<file path="src/rtl/gate_seq_ctrl.sv">
// Walks all four input vectors of a 2-input gate, waits SETTLE cycles per vector,
// and checks the gate output against the EXPECT truth table. All outputs are registered.
module gate_seq_ctrl #(
    parameter int         SETTLE = 2,
    parameter int         CNT_W  = 4,
    parameter logic [3:0] EXPECT = 4'b1110
) (
    input  logic       clk,
    input  logic       rst,
    input  logic       start,
    input  logic       z_in,
    output logic       a_out,
    output logic       b_out,
    output logic [1:0] vec_idx,
    output logic       busy,
    output logic       done,
    output logic       pass,
    output logic [3:0] fail_mask
);

    typedef enum logic [2:0] {
        S_IDLE,
        S_DRIVE,
        S_WAIT,
        S_CHECK,
        S_DONE
    } state_t;

    state_t             state_q, state_d;
    logic [1:0]         vec_idx_q, vec_idx_d;
    logic [CNT_W-1:0]   cnt_q, cnt_d;
    logic [3:0]         fail_mask_q, fail_mask_d;
    logic               pass_q, pass_d;
    logic               busy_q, busy_d;
    logic               done_q, done_d;
    logic               a_q, a_d;
    logic               b_q, b_d;

    always_comb begin
        state_d     = state_q;
        vec_idx_d   = vec_idx_q;
        cnt_d       = cnt_q;
        fail_mask_d = fail_mask_q;
        pass_d      = pass_q;

        unique case (state_q)
            S_IDLE: begin
                if (start) begin
                    state_d     = S_DRIVE;
                    fail_mask_d = 4'b0000;
                    pass_d      = 1'b0;
                    vec_idx_d   = 2'd0;
                end
            end
            S_DRIVE: begin
                cnt_d   = '0;
                state_d = S_WAIT;
            end
            S_WAIT: begin
                cnt_d = cnt_q + 1'b1;
                if (cnt_q == CNT_W'(SETTLE - 1)) begin
                    state_d = S_CHECK;
                end
            end
            S_CHECK: begin
                // Case inequality so an X/Z from the gate is flagged in simulation.
                if (z_in !== EXPECT[vec_idx_q]) begin
                    fail_mask_d[vec_idx_q] = 1'b1;
                end
                if (vec_idx_q == 2'd3) begin
                    state_d = S_DONE;
                    pass_d  = (fail_mask_d == 4'b0000);
                end else begin
                    vec_idx_d = vec_idx_q + 2'd1;
                    state_d   = S_DRIVE;
                end
            end
            S_DONE: begin
                state_d = S_IDLE;
            end
            default: begin
                state_d = S_IDLE;
            end
        endcase

        // Outputs are decoded from the next state so they are valid in the state's own cycle.
        busy_d = (state_d == S_DRIVE) || (state_d == S_WAIT) || (state_d == S_CHECK);
        done_d = (state_d == S_DONE);
        a_d    = busy_d & vec_idx_d[1];
        b_d    = busy_d & vec_idx_d[0];
    end

    always_ff @(posedge clk) begin
        if (rst) begin
            state_q     <= S_IDLE;
            vec_idx_q   <= 2'd0;
            cnt_q       <= '0;
            fail_mask_q <= 4'b0000;
            pass_q      <= 1'b0;
            busy_q      <= 1'b0;
            done_q      <= 1'b0;
            a_q         <= 1'b0;
            b_q         <= 1'b0;
        end else begin
            state_q     <= state_d;
            vec_idx_q   <= vec_idx_d;
            cnt_q       <= cnt_d;
            fail_mask_q <= fail_mask_d;
            pass_q      <= pass_d;
            busy_q      <= busy_d;
            done_q      <= done_d;
            a_q         <= a_d;
            b_q         <= b_d;
        end
    end

    assign a_out     = a_q;
    assign b_out     = b_q;
    assign vec_idx   = vec_idx_q;
    assign busy      = busy_q;
    assign done      = done_q;
    assign pass      = pass_q;
    assign fail_mask = fail_mask_q;

endmodule
</file>
<file path="config.mk">
export PLATFORM = sky130hd
export DESIGN_NAME = gate_seq_ctrl
export DESIGN_NICKNAME = d
export VERILOG_FILES = /design/src/rtl/gate_seq_ctrl.sv
export SDC_FILE = /design/constraint.sdc
export NUM_CORES = 1
export LEC_CHECK = 0
export CORE_MARGIN = 2
export CORE_UTILIZATION = 49
export CTS_CLUSTER_SIZE = 20
export DETAILED_ROUTE_END_ITERATION = 10
export PLACE_DENSITY = 0.75
export SYNTH_ARGS = -nofsm -noshare
export SYNTH_HDL_FRONTEND = slang
export SYNTH_SLANG_ARGS = --single-unit
</file>
<file path="constraint.sdc">
create_clock -name clk -period 1.92 [get_ports clk]
set_clock_uncertainty 0.2 [all_clocks]
set_input_delay 0.384 -clock clk [delete_from_list [all_inputs] [get_ports clk]]
set_output_delay 0.384 -clock clk [all_outputs]
set_load 0.005 [all_outputs]
</file>
==> flow_metrics.py <==
metrics = {
    "timing": {
        "timing.final.crit_share": 0.942,
        "holdWs_ns": 0.311,
        "max_slew_margin": 0.664,
        "setup_tns_ns": 0,
        "period_minus_slack_ns": 1.81,
        "worst_pin_slew_ns": 0.504,
        "rsz0062_at_grt": "false",
        "fmax_mhz": 553,
        "setup_violations": 0,
        "hold_viol": 0,
        "drv_slew": 0,
    },
    "setup_path": {
        "crit_buf_inv": 1,
        "cpPeakStageDelay_ns": 0.52,
        "r2r-start": "state_q[1]",
        "startpoint_type": "register",
        "crit_path_max_fanout": 8,
        "path_class": "reg -> out",
        "cp_data_required_time_ns": 1.34,
        "cp_cell_sequence": "clkdlybuf4s50_1",
        "ff2ff_path_depth": 3,
        "reg2reg_setup_slack_ns": 0.21,
        "worstPathArrival_ns": 1.22,
        "cpLargestDelayFamily": "buffers and inverters",
        "cp.depth": 1,
        "reg2reg_to": "b_out",
        "cpMaxStageDelayCell": "clkdlybuf4s50_1",
        "cp-end-kind": "output pin",
    },
    "finish": {
        "finish.net_count": 122,
        "final_cell_area_um2": 1030,
        "area_growth_pct": 23.1,
        "antennaDiodeCount": 0,
        "fillers": 144,
        "drive_gt1_frac": 0.113,
    },
    "synth": {
        "syn_area_um2": 836,
        "yosysTopAreaCell": "dfxtp_1",
        "yosysTopAreaCellShare": 0.431,
        "synth.most_common_cell": "dfxtp_1",
        "ys_ff_latch": 18,
        "synth-seq-area-share": 0.431,
        "synth.distinct_cells": 35,
        "avgSynthCellArea_um2": 8.44,
        "synth_common_cells": "dfxtp_1, nor2_1, a21oi_1, nand2_1",
        "async_flop_share": 0,
        "synth_edf_count": 0,
        "synthFlopType": "dfxtp_1",
        "netlist_instances": 99,
        "yosys-top-cells-area": "dfxtp_1, nor2_1, a21oi_1",
        "synth_warnings": 0,
        "syn_nets": 105,
    },
    "global_route": {
        "antenna_found_initial": 0,
        "grt_usage": 0.197,
        "overflow": 0,
        "grt_pass1_vias": 711,
        "grt_max_degree": 17,
        "grt_pass1_wl_mm": 2.95,
    },
    "power_and_ir_drop": {
        "power.density_nw_per_um2": 707,
        "switchingPower_w": 0.000183,
        "swShare": 0.252,
        "power.internal_w": 0.000544,
        "p_comb_frac": 0.123,
        "seq_power_share": 0.564,
        "pwr-share-clk": 0.313,
        "peakVddDrop_uv": 520,
        "p_leak_nw": 0.363,
    },
    "clock_network": {
        "cts_max_level": 1,
        "clk_latency_ns": 0.29,
        "cts_sinks": 18,
        "cts_hold_buf": 0,
        "cts_inserted_buffers": 3,
        "clk_pin_slew_worst_paths_ns": 0.10,
        "clk_path_buf_depth": 2,
        "post-cts-setup-buffer-count": 0,
        "cts_root_buffer": "clkbuf_4",
        "cts_tree": "done",
    },
    "floorplanning": {
        "dieArea_um2": 2050,
        "chipWidth_um": 45.3,
        "ios": 15,
        "start_util": 0.536,
        "rows": 14,
        "core_um2": 1560,
        "die_h_um": 45.3,
    },
    "status": {
        "status": "finished, final reports clean",
    },
    "worst_hold_path": {
        "hp-class": "reg -> reg",
        "hold_depth": 2,
        "hold_end": "pass",
        "hold_start": "pass",
    },
    "drt": {
        "firstDrtPassIters": 4,
        "drc": 0,
        "vias_per_cell": 5.80,
        "ant_nets": 0,
        "wirelength_mm": 1.74,
        "first_iter_violations": 9,
        "via_count": 760,
        "post_drt_wl_per_cell_um": 13.3,
    },
    "place": {
        "gp_congestion": 0.832,
        "place_area_um2": 991,
        "io_buffer_count": 14,
        "dp_hpwl_mm": 1.25,
    },
    "flow_run": {
        "cap_violations": 0,
    },
}
[metal layers]
layer / GRT usage / up-vias / wire length, µm
met2: 0.334 / 17 / 851
met3: 0.0280 / 2 / 62
met4: 0.100 / 0 / 10
met5: 0 / - / 0
met1: 0.239 / 358 / 815
li1: - / 383 / -
[per-stage QoR]
stage	setup WS, ns	utilization	cells	power (W)
floorplan	0.542	-	99	0.000478
global placement	0.0279	0.636	127	0.000505
detailed placement	0.0114	0.636	127	0.000506
CTS	0.0948	0.660	131	0.000739
global route	0.0544	0.660	131	0.000769
finish	0.112	0.660	131	0.000727
[sequential cells by signal (all words and copies together) (netlist names)]
register   flops
state_q        3
pass           1
done           1
busy           1
a_out          1
cnt_q          4
b_out          1
fail_mask      4
vec_idx        2
[worst max path at each step]
stage | slack, ns | start | endpoint
global placement | 0.03 | start | a_out
finish | 0.11 | vec_idx[0] | vec_idx[0]
detailed placement | 0.01 | start | a_out
CTS | 0.09 | vec_idx[0] | vec_idx[0]
global route | 0.05 | vec_idx[0] | vec_idx[0]
floorplan | 0.54 | start | a_out
[cell type report]
type / count / area, µm² / share of cell area
Multi-Input combinational cell: 70 / 422 / 0.410
Sequential cell: 18 / 362 / 0.352
Timing Repair Buffer: 18 / 170 / 0.165
Clock buffer: 4 / 36.3 / 0.0353
Tap cell: 16 / 20.0 / 0.0195
Inverter: 5 / 18.8 / 0.0182
[logic make-up (layout without fill, tap and decap cells)]
group	count (synthesis)	in the layout	synth area share
AOI/OAI and AO/OA	24	24	0.187
adders and majority gates	2	2	0.0299
DFF	18	18	0.431
and+or+nand+nor	42	42	0.266
xor gates and xnor gates	2	2	0.0210
buffers and inverters	11	27	0.0644
[power by group through the flow]
stage | clock, W | sequential, W | combinational, W
4_1_cts | 0.000239 | 0.000409 | 0.0000902
2_1_floorplan | 0 | 0.000403 | 0.0000749
3_3_place_gp | 0 | 0.000417 | 0.0000878
3_5_place_dp | 0 | 0.000418 | 0.0000880
5_1_grt | 0.000253 | 0.000413 | 0.000103
6_report | 0.000228 | 0.000410 | 0.0000898
[repair_timing]
action	in CTS	in global routing
endpoints found under the hold margin	0	0
resized for setup	1	0
endpoints found under the setup margin	1	0
[cells in the final DEF (no fill, tap or decap), drive strengths merged]
master and instances:
a31oi 2, nor2 13, ha 2, nand2b 2
a21oi 7, o221ai 1, nand4b 1, clkdlybuf4s50 14
xor2 1, nand4 1, nor3 4, nand2 6
or2 1, a211oi 1, and3 2, o22ai 1
nor2b 3, or3b 1, a21o 1, nand3b 1
a22oi 1, o21ai 6, xnor2 1, inv 5
nor4 3, a2111oi 1, a32oi 3, clkbuf 4
buf 4, nand3 4, dfxtp 18
Power figures use the tool's default switching activity.
